### src/rtl/uart_tx_arbiter.sv
// Round-robin arbiter sharing one UART transmitter between NUM_REQ byte sources.
// Define UART_ARB_TAG_EN to send a tag byte (TAG_BASE + source index) ahead of every data byte.
module uart_tx_arbiter #(
  parameter int         NUM_REQ     = 4,
  parameter int         TIMEOUT_CYC = 200000,
  parameter logic [7:0] TAG_BASE    = 8'h30
) (
  input  logic                 clk,
  input  logic                 rst_n,
  input  logic [NUM_REQ-1:0]   req_i,
  input  logic [NUM_REQ*8-1:0] data_i,
  output logic [NUM_REQ-1:0]   ack_o,
  output logic [NUM_REQ-1:0]   grant_o,
  output logic                 tx_en_o,
  output logic [7:0]           tx_data_o,
  input  logic                 tx_done_i,
  output logic                 busy_o,
  output logic                 timeout_o
);
  localparam int IDX_W = $clog2(NUM_REQ);
  localparam int WD_W  = $clog2(TIMEOUT_CYC + 1);
  localparam logic [IDX_W-1:0] LAST_IDX = IDX_W'(NUM_REQ - 1);

  localparam logic [2:0] IDLE      = 3'd0;
  localparam logic [2:0] LAUNCH    = 3'd1;
  localparam logic [2:0] WAIT_DONE = 3'd2;
`ifdef UART_ARB_TAG_EN
  localparam logic [2:0] TAG_LAUNCH = 3'd3;
  localparam logic [2:0] TAG_WAIT   = 3'd4;
`endif

  logic [2:0]       state;
  logic [IDX_W-1:0] rr_ptr;
  logic [IDX_W-1:0] win_idx;
  logic [IDX_W-1:0] pick_idx;
  logic [IDX_W-1:0] next_ptr;
  logic             pick_found;
  logic [WD_W-1:0]  wd;
  logic             waiting;
  logic             wd_expired;
  logic [7:0]       src_byte [NUM_REQ];
  int unsigned      cand;
`ifdef UART_ARB_TAG_EN
  logic [7:0]       data_q;
`endif

  for (genvar g = 0; g < NUM_REQ; g++) begin : g_bytes
    assign src_byte[g] = data_i[8*g +: 8];
  end

  // First requester at or above rr_ptr, wrapping past the top index.
  always_comb begin
    pick_idx   = '0;
    pick_found = 1'b0;
    cand       = 0;
    for (int unsigned i = 0; i < NUM_REQ; i++) begin
      cand = 32'(rr_ptr) + i;
      if (cand >= NUM_REQ) cand = cand - NUM_REQ;
      if (!pick_found && req_i[IDX_W'(cand)]) begin
        pick_found = 1'b1;
        pick_idx   = IDX_W'(cand);
      end
    end
  end

  assign next_ptr = (win_idx == LAST_IDX) ? '0 : win_idx + 1'b1;

`ifdef UART_ARB_TAG_EN
  assign waiting = (state == WAIT_DONE) || (state == TAG_WAIT);
  assign tx_en_o = (state == LAUNCH) || (state == TAG_LAUNCH);
`else
  assign waiting = (state == WAIT_DONE);
  assign tx_en_o = (state == LAUNCH);
  logic unused_tag;
  assign unused_tag = ^TAG_BASE;
`endif

  // A done pulse in the expiry cycle wins over the watchdog.
  assign wd_expired = (wd == WD_W'(TIMEOUT_CYC - 1));
  assign timeout_o  = waiting && wd_expired && !tx_done_i;
  assign ack_o      = (state == LAUNCH) ? grant_o : '0;
  assign busy_o     = (state != IDLE);

  always_ff @(posedge clk or negedge rst_n) begin
    if (!rst_n) begin
      state     <= IDLE;
      rr_ptr    <= '0;
      win_idx   <= '0;
      grant_o   <= '0;
      tx_data_o <= '0;
      wd        <= '0;
`ifdef UART_ARB_TAG_EN
      data_q    <= '0;
`endif
    end else begin
      case (state)
        IDLE: begin
          if (pick_found) begin
            win_idx <= pick_idx;
            grant_o <= NUM_REQ'(1) << pick_idx;
`ifdef UART_ARB_TAG_EN
            data_q    <= src_byte[pick_idx];
            tx_data_o <= TAG_BASE + 8'(pick_idx);
            state     <= TAG_LAUNCH;
`else
            tx_data_o <= src_byte[pick_idx];
            state     <= LAUNCH;
`endif
          end
        end
        LAUNCH: begin
          wd    <= '0;
          state <= WAIT_DONE;
        end
        WAIT_DONE: begin
          if (tx_done_i || wd_expired) begin
            grant_o <= '0;
            rr_ptr  <= next_ptr;
            state   <= IDLE;
          end else begin
            wd <= wd + 1'b1;
          end
        end
`ifdef UART_ARB_TAG_EN
        TAG_LAUNCH: begin
          wd    <= '0;
          state <= TAG_WAIT;
        end
        TAG_WAIT: begin
          if (tx_done_i) begin
            tx_data_o <= data_q;
            state     <= LAUNCH;
          end else if (wd_expired) begin
            grant_o <= '0;
            rr_ptr  <= next_ptr;
            state   <= IDLE;
          end else begin
            wd <= wd + 1'b1;
          end
        end
`endif
        default: state <= IDLE;
      endcase
    end
  end

endmodule

### config.mk
export PLATFORM = sky130hd
export DESIGN_NAME = uart_tx_arbiter
export DESIGN_NICKNAME = d
export VERILOG_FILES = /design/src/rtl/uart_tx_arbiter.sv
export SDC_FILE = /design/constraint.sdc
export NUM_CORES = 1
export LEC_CHECK = 0
export BUFFER_PORTS_ARGS = -buffer_cell sky130_fd_sc_hd__clkbuf_2
export CAP_MARGIN = 30
export CORE_MARGIN = 5
export CORE_UTILIZATION = 56
export DETAILED_ROUTE_END_ITERATION = 7
export PLACE_DENSITY = 0.89
export SLEW_MARGIN = 20
export SYNTH_ARGS = -nofsm -noshare
export SYNTH_HDL_FRONTEND = slang
export SYNTH_SLANG_ARGS = --single-unit
export TNS_END_PERCENT = 5
### constraint.sdc
create_clock -name clk -period 5.8 [get_ports clk]
set_input_delay 0.58 -clock clk [delete_from_list [all_inputs] [get_ports clk]]
set_output_delay 0.58 -clock clk [all_outputs]
set_load 0.1 [all_outputs]
* Yosys cells after proc, flatten, opt, wreduce, memory -nomap -nowiden *
Index checks and enable logic that the tools add are counted.

storage, ports and cells
  register bits = 37
  input port bits = 39
  output and inout bits = 19

operators by class
  add/sub/neg operators = 9
  order comparisons = 9
  eq/ne operators = 7
  shift-type cells = 1
  mux-type cells = 33
  bitwise operators = 1
  reductions and logical operators = 19

operator list
  operator                                                                      count
  18-bit case mux with 2 select lines                                           1
  18-bit by 1-bit adder with 18-bit output, second input constant               1
  18-bit == test, second input constant                                         1
  18-bit 2-to-1 mux                                                             1
  2-bit 2-to-1 mux                                                              9
  8-bit binary-select mux with 2-bit select                                     1
  8-bit 2-to-1 mux                                                              2
  3-bit >= comparator, second input constant                                    4
  2-bit by 3-bit less-than comparator with 1-bit output, second input constant  4
  4-bit 2-to-1 mux                                                              3
  3-bit case mux with 3 select lines                                            1
  1-bit binary-select mux with 2-bit select                                     4
  1-bit 2-to-1 mux                                                              8
  4-bit case mux with 2 select lines                                            1
  2-bit AND reduction                                                           4
  2-bit by 1-bit subtractor with 2-bit output, second input constant            4
  2-bit by 2-bit adder with 3-bit output, second input constant                 2
  3-bit 2-to-1 mux                                                              2
  1-bit logical AND                                                             5
  1-bit zero test                                                               4
  2-bit != test, second input constant                                          2
  2-bit nonzero test                                                            2
  1-bit by 2-bit << shifter with 4-bit output, first input constant             1
  2-bit by 1-bit adder with 3-bit output, second input constant                 1
  11 further kinds                                                              11

* Logic depth before layout (Yosys ltp) *
Gate-level depths: netlist of the first run.

  depth after elaboration = 18
  mapped depth = 7
  depth with buffers taken out = 6

* Worst setup path after synthesis of the first run *
Ideal clock, no wire load.

  path type = reg-to-output
  start = register wd[0]
  end = output timeout_o
  arrival time = 2.279 ns
  setup slack = 2.941 ns
  cell stages (with the launch flop) = 6
  path buffers = 0
  path through = dfrtp_1 -> ha_1 -> nand4_4 -> nor2b_4 -> nand2_1 -> nor2_1

on the way
  longest elaborated chain between the ends = 3

ends and longest elaborated chain
  element                         line  text
  start: declaration              38    logic [WD_W-1:0] wd;
  start signal: assignment        121   wd <= wd + 1'b1;
  18-bit == test                  79    assign wd_expired = (wd == WD_W'(TIMEOUT_CYC - 1));
  1-bit logical AND (2 in a row)  80    assign timeout_o = waiting && wd_expired && !tx_done_i;
  end: declaration                18    output logic timeout_o

No other way between the ends.

* Final worst setup path of the first run *
  start = register state[1]
  end = output ack_o[0]

on the way
  longest elaborated chain between the ends = 2

ends and longest elaborated chain
  element                                   line  text
  start: declaration                        32    logic [2:0] state;
  start signal: assignment                  86    state <= IDLE;
  start signal: assignment                  107   state <= LAUNCH;
  start signal: assignment                  113   state <= WAIT_DONE;
  3-bit by 1-bit == test with 1-bit output  81    assign ack_o = (state == LAUNCH) ? grant_o : '0;
  4-bit 2-to-1 mux                          81
  end: declaration                          12    output logic [NUM_REQ-1:0] ack_o,

No other way between the ends.

==> results of run 1 <==
-- per-stage QoR --
stage,cell area (um2),hold slack [ns],utilization
2_1_floorplan,2162,0.2844,-
3_3_place_gp,2447,0.4585,0.6635
3_5_place_dp,2459,0.4777,0.6666
4_1_cts,2536,0.4314,0.6876
5_1_grt,2569,0.2787,0.6964
6_report,2569,0.2461,0.6964
-- state kept, by name, summed over array words and instances, names as in the netlist --
register,count
grant_o,4
rr_ptr,2
state,2
tx_data_o,8
wd,18
win_idx,2
-- final cells by class --
class | count | area share
Multi-Input combinational cell | 164 | 0.4501
Clock buffer | 6 | 0.02825
Clock inverter | 1 | 0.001948
Sequential cell | 36 | 0.3507
Tap cell | 48 | 0.02338
Timing Repair Buffer | 60 | 0.1281
Inverter | 12 | 0.01754
-- layer usage --
| metal | GRT usage | up-vias | part of all wire |
|---|---|---|---|
| li1 | - | 918 | - |
| met1 | 0.2580 | 926 | 0.42 |
| met2 | 0.3519 | 62 | 0.48 |
| met3 | 0.06233 | 7 | 0.089 |
| met4 | 0.07516 | 0 | 0.013 |
| met5 | 0 | - | 0 |
-- placed cells by master, fill, tap and decap left out, types with 2 or more instances in the layout --
| master | count |
|---|---|
| or4_1 | 2 |
| nand2b_1 | 12 |
| or3b_1 | 2 |
| o221ai_1 | 8 |
| nand4_1 | 6 |
| mux2_2 | 8 |
| mux2i_1 | 9 |
| ha_1 | 2 |
| and2_1 | 4 |
| o211a_1 | 8 |
| and3_1 | 2 |
| nor2_1 | 10 |
| nand2_1 | 36 |
| clkbuf_2 | 57 |
| clkbuf_8 | 5 |
| a21oi_1 | 6 |
| a32o_1 | 4 |
| inv_1 | 12 |
| o31ai_1 | 4 |
| mux2_4 | 2 |
| dfrtp_1 | 36 |
| o211ai_1 | 2 |
| and3_2 | 2 |
| nand3_1 | 8 |
| o21ai_0 | 4 |
-- cell families (layout without fill, tap and decap cells) --
logic type / after synthesis / in the layout / share of synthesized area
AND/OR/NAND/NOR: 99 / 99 / 0.2575
AO/OA/AOI/OAI: 43 / 43 / 0.1620
flip-flops: 36 / 36 / 0.4167
buffers and inverters: 24 / 79 / 0.05092
multiplexers: 19 / 19 / 0.09723
adder cells (fa/ha/maj): 2 / 2 / 0.01157
XOR/XNOR: 1 / 1 / 0.004052
-- final timing paths --
| kind | start | end | depth (start not counted) |
|---|---|---|---|
| worst max-delay path | state[1] | ack_o[0] | 4 |
| worst min-delay path | rst_n | rr_ptr[0] | 1 |
| worst max register to register | rr_ptr[1] | tx_data_o[3] | 6 |
| worst min register to register | wd[5] | wd[5] | 1 |
| max in group asynchronous | rst_n | wd[0] | 2 |
| min in group clk | wd[5] | wd[5] | 1 |
-- power by group --
group	leakage, uW	switching [uW]	total [uW]	internal [uW]
clock network	0.0000410	86.9	169	81.6
logic	0.000815	594	786	193
registers	0.000465	49.3	365	316
total	0.00132	730	1320	590
==> reports/results.tsv, run 1 <==
metric	value	unit
status	completed	
crit_chain	nand2b_1 -> inv_1 -> and2_1 -> clkbuf_2	
ys_ff_latch	36	
die-area	0.005203	mm2
critPathBufInv	2	
port_buffers	57	
fmax	368.3	MHz
slowest_stage	nand2b_1	
cts_setup_buffers	0	
finalSetupTns	0	ns
ys.warnings.count	0	
path_class	flip-flop to primary output	
finalHoldViolCount	0	
drtIter0Drc	156	
htreeDepth	2	
slew_headroom	0.5650	
via_count	1913	
syn_area	0.002162	mm2
drtPass1Iterations	5	
grt_max_degree	37	
final_cells	327	
ir_drop	291.0	uV
hp-class	input port to async pin	
clockBufferDepth	2	
power_density	513.9	mW/mm2
dpl.hpwl	3697	um
drt_wl_total	5106	um
synth_top_area_frac	0.4167	
required	5.22	ns
tightestPinTransition	0.6526	ns
gp_congestion	0.8181	
cts_tree	done	
cts_resized	0	
setup_viol	0	
rows	22	
critPathArrivalTime	2.14	ns
crit_path_start_kind	flip-flop	
syn_to_final_growth	18.81	%
antenna_cells	0	
p_leak	0.001321	uW
grt-ovfl-total	0	
worst-path-max-fanout	17	
initial_core_util	0.5862	
layout_worst_path_cycle_share	0.4682	
post_synth_main_area_contributors	dfrtp_1, nand2_1, mux2i_1, mux2_2, o211a_1	
p_total	1320	uW
period_needed	2.715	ns
core	0.003689	mm2
endpoint_kind	primary output	
die_x	72.14	um
die_height	72.14	um
synthFlopType	dfrtp_1	
layout_setup_ws	3.085	ns
via_per_inst	5.850	
max_stage_delay	0.45	ns
maxSlewViolCount	0	
postSynthNetCount	265	
nets	320	
cap_violations	0	
first_global_vias	1881	
avgSynthCellArea	9.652	um2
synth_common_cells	dfrtp_1, nand2_1, inv_1, nand2b_1, nor2_1	
clockRootBuffer	clkbuf_8	
n_fill_cell	284	
clk_pin_slew	0.07	ns
wire_per_inst	15.61	um
drive_gt1_frac	0.3226	
synth_largest_area_cell	dfrtp_1	
cts_num_sinks	36	
cp_top_family	buffers and inverters	
async_flop_share	1.000	
netlist_instances	224	
cts_buffers	5	
pre_cts_ws	3.223	ns
ys_types	50	
antenna_found_initial	0	
route.detailed.drc	0	
grt_setup_unrepaired	no	
hold_buffers	0	
dp.cells	318	
reg2reg_slack	3.35	ns
synth_edf_count	0	
regArea	900.9	um2
clk_latency	0.29	ns
ys_seq_area_frac	0.4167	
multi_input_area	0.001156	mm2
grt_pass1_wl	8645	um
skew	0.003299	ns
ioPinCount	58	
grt_use_total	0.2107	
drtAntennaViolNets	0	
Note: power is estimated with default switching activity, not from simulation.
==> run 2, diff against run 1 <==
--- a/config.mk
+++ b/config.mk
@@ -8,9 +8,9 @@
 export BUFFER_PORTS_ARGS = -buffer_cell sky130_fd_sc_hd__clkbuf_2
 export CAP_MARGIN = 30
 export CORE_MARGIN = 5
-export CORE_UTILIZATION = 56
+export CORE_UTILIZATION = 47
 export DETAILED_ROUTE_END_ITERATION = 7
-export PLACE_DENSITY = 0.89
+export PLACE_DENSITY = 0.8
 export SLEW_MARGIN = 20
 export SYNTH_ARGS = -nofsm -noshare
 export SYNTH_HDL_FRONTEND = slang
==> constraint.sdc (replaced) <==
create_clock -name clk -period 2.4 [get_ports clk]
set_input_delay 0.24 -clock clk [delete_from_list [all_inputs] [get_ports clk]]
set_output_delay 0.24 -clock clk [all_outputs]
set_load 0.1 [all_outputs]
==> reports/results.tsv, run 2 (same netlist as run 1, synthesis figures left out) <==
metric	value	unit	change
power.switching	1749	uW	was 729.7 uW
grt_max_degree	37		unchanged
grt_pass1_wl	8280	um	was 8645 um
layout_worst_path_cycle_share	0.9196		
grt-ovfl-total	0		unchanged
endpoint_kind	primary output		unchanged
worst-path-max-fanout	6		was 17
wire_per_inst	14.70	um	was 15.61 um
pre_cts_ws	0.2371	ns	was 3.223 ns
top_register	wd		unchanged
final_cells	334		was 327
maxSlewViolCount	0		unchanged
ioPinCount	58		unchanged
layout_setup_ws	0.1930	ns	was 3.085 ns
core	0.004414	mm2	was 0.003689 mm2
route.detailed.drc	0		unchanged
die-area	0.006057	mm2	was 0.005203 mm2
die_height	77.83	um	was 72.14 um
fin_util	0.5916		was 0.6964
clockBufferDepth	2		unchanged
holdWs	0.3228	ns	was 0.2461 ns
skew	0.002692	ns	was 0.003299 ns
clk_latency	0.28	ns	was 0.29 ns
cts_num_sinks	36		unchanged
first_global_vias	1829		was 1881
finalHoldViolCount	0		unchanged
critPathArrivalTime	1.97	ns	was 2.14 ns
status	completed		unchanged
seqPwrFrac	0.269		was 0.277
die_x	77.83	um	was 72.14 um
dp.cells	325		was 318
top_regs	wd (18), tx_data_o (8), grant_o (4)		unchanged
crit_path_start_kind	flip-flop		unchanged
layout_common_cells	clkbuf_2, nand2_1, dfrtp_1		unchanged
tightestPinTransition	0.9379	ns	was 0.6526 ns
setup_viol	0		unchanged
antenna_cells	0		unchanged
period_needed	2.207	ns	
port_buffers	57		unchanged
drt_wl_total	4911	um	was 5106 um
drtAntennaViolNets	0		unchanged
syn_to_final_growth	20.78	%	was 18.81%
layout_commonest_cell	clkbuf_2		unchanged
via_per_inst	5.551		was 5.850
path_class	flip-flop to primary output		unchanged
clkPwrFrac	0.140		was 0.128
nets	323		was 320
grt_use_total	0.1636		was 0.2107
slew_headroom	0.3748		was 0.5650
drtPass1Iterations	4		was 5
initial_core_util	0.4898		was 0.5862
design_area	0.002611	mm2	was 0.002569 mm2
clk_pin_slew	0.07	ns	about the same
cts_tree	done		unchanged
power_density	1247	mW/mm2	was 513.9 mW/mm2
via_count	1854		was 1913
largest_reg_flops	18		unchanged
drtIter0Drc	60		was 156
cts_setup_buffers	0		unchanged
clockRootBuffer	clkbuf_8		unchanged
ir_drop	486.7	uV	was 291.0 uV
hp-class	input port to flip-flop		was input port to async pin
fmax	453.1	MHz	
antenna_found_initial	0		unchanged
placed_area	0.002485	mm2	was 0.002459 mm2
grt_setup_unrepaired	no		unchanged
htreeDepth	2		unchanged
cap_violations	0		unchanged
power_frac_comb	0.592		was 0.596
rows	24		was 22
p_int	1507	uW	was 590.4 uW
gp_congestion	0.8198		was 0.8181
drive_gt1_frac	0.3333		was 0.3226
p_sw_frac	0.5373		was 0.5528
dpl.hpwl	3648	um	was 3697 um
required	2.16	ns	was 5.22 ns
p_leak	0.001338	uW	was 0.001321 uW
cts_buffers	5		unchanged
-- run 2: critical path, stage by stage (launching register included) --
cell,delay [ns]
dfrtp_1,0.39
ha_1,0.33
nand4_4,0.16
nor2b_4,0.18
nand2_1,0.08
nor2_2,0.10
clkbuf_2,0.46
-- run 2: worst paths after layout --
path	depth (start not counted)	from	slack [ns]	endpoint
max	6	wd[0]	0.19	timeout_o
min	3	data_i[1]	0.32	tx_data_o[1]
max reg2reg	6	wd[0]	0.20	wd[5]
min in group asynchronous	2	rst_n	0.35	rr_ptr[0]
max in group asynchronous	3	rst_n	1.64	wd[6]
min reg2reg	1	wd[5]	0.48	wd[5]
-- run 2: metrics by stage --
| stage | TNS, ns | power [uW] |
|---|---|---|
| after floorplan | -0.1844 | 2460 |
| after global placement | 0 | 2783 |
| after detailed placement | 0 | 2812 |
| after CTS | 0 | 3273 |
| after global routing | 0 | 3441 |
| final | 0 | 3256 |
-- run 2: power by group through the flow --
stage          clock network (uW)  registers, uW  logic [uW]
2_1_floorplan                   0           1520         940
3_3_place_gp                    0            878        1910
3_5_place_dp                    0            884        1930
4_1_cts                       469            873        1930
5_1_grt                       496            897        2050
6_report                      455            875        1930
-- run 2: area by class of cell --
type | instances | area [um2]
clock buffer | 7 | 96.34
fill | 374 | 1803
inverter | 12 | 45.04
multi-input combinational | 164 | 1159
sequential | 36 | 900.9
tap | 52 | 65.06
timing repair buffer | 63 | 345.3
-- run 2: what timing repair did --
action | 4_1_cts | 5_1_grt
resized for setup | 0 | 0
hold endpoints to repair | 0 | 7
hold buffers | 0 | 1
-- run 2: metal layers --
layer	up-vias	wire length, um	global-route usage
met5	-	0	0
met4	0	59	0.05326
met3	6	451	0.04167
met2	71	2217	0.2721
met1	853	2182	0.2067
li1	924	-	-
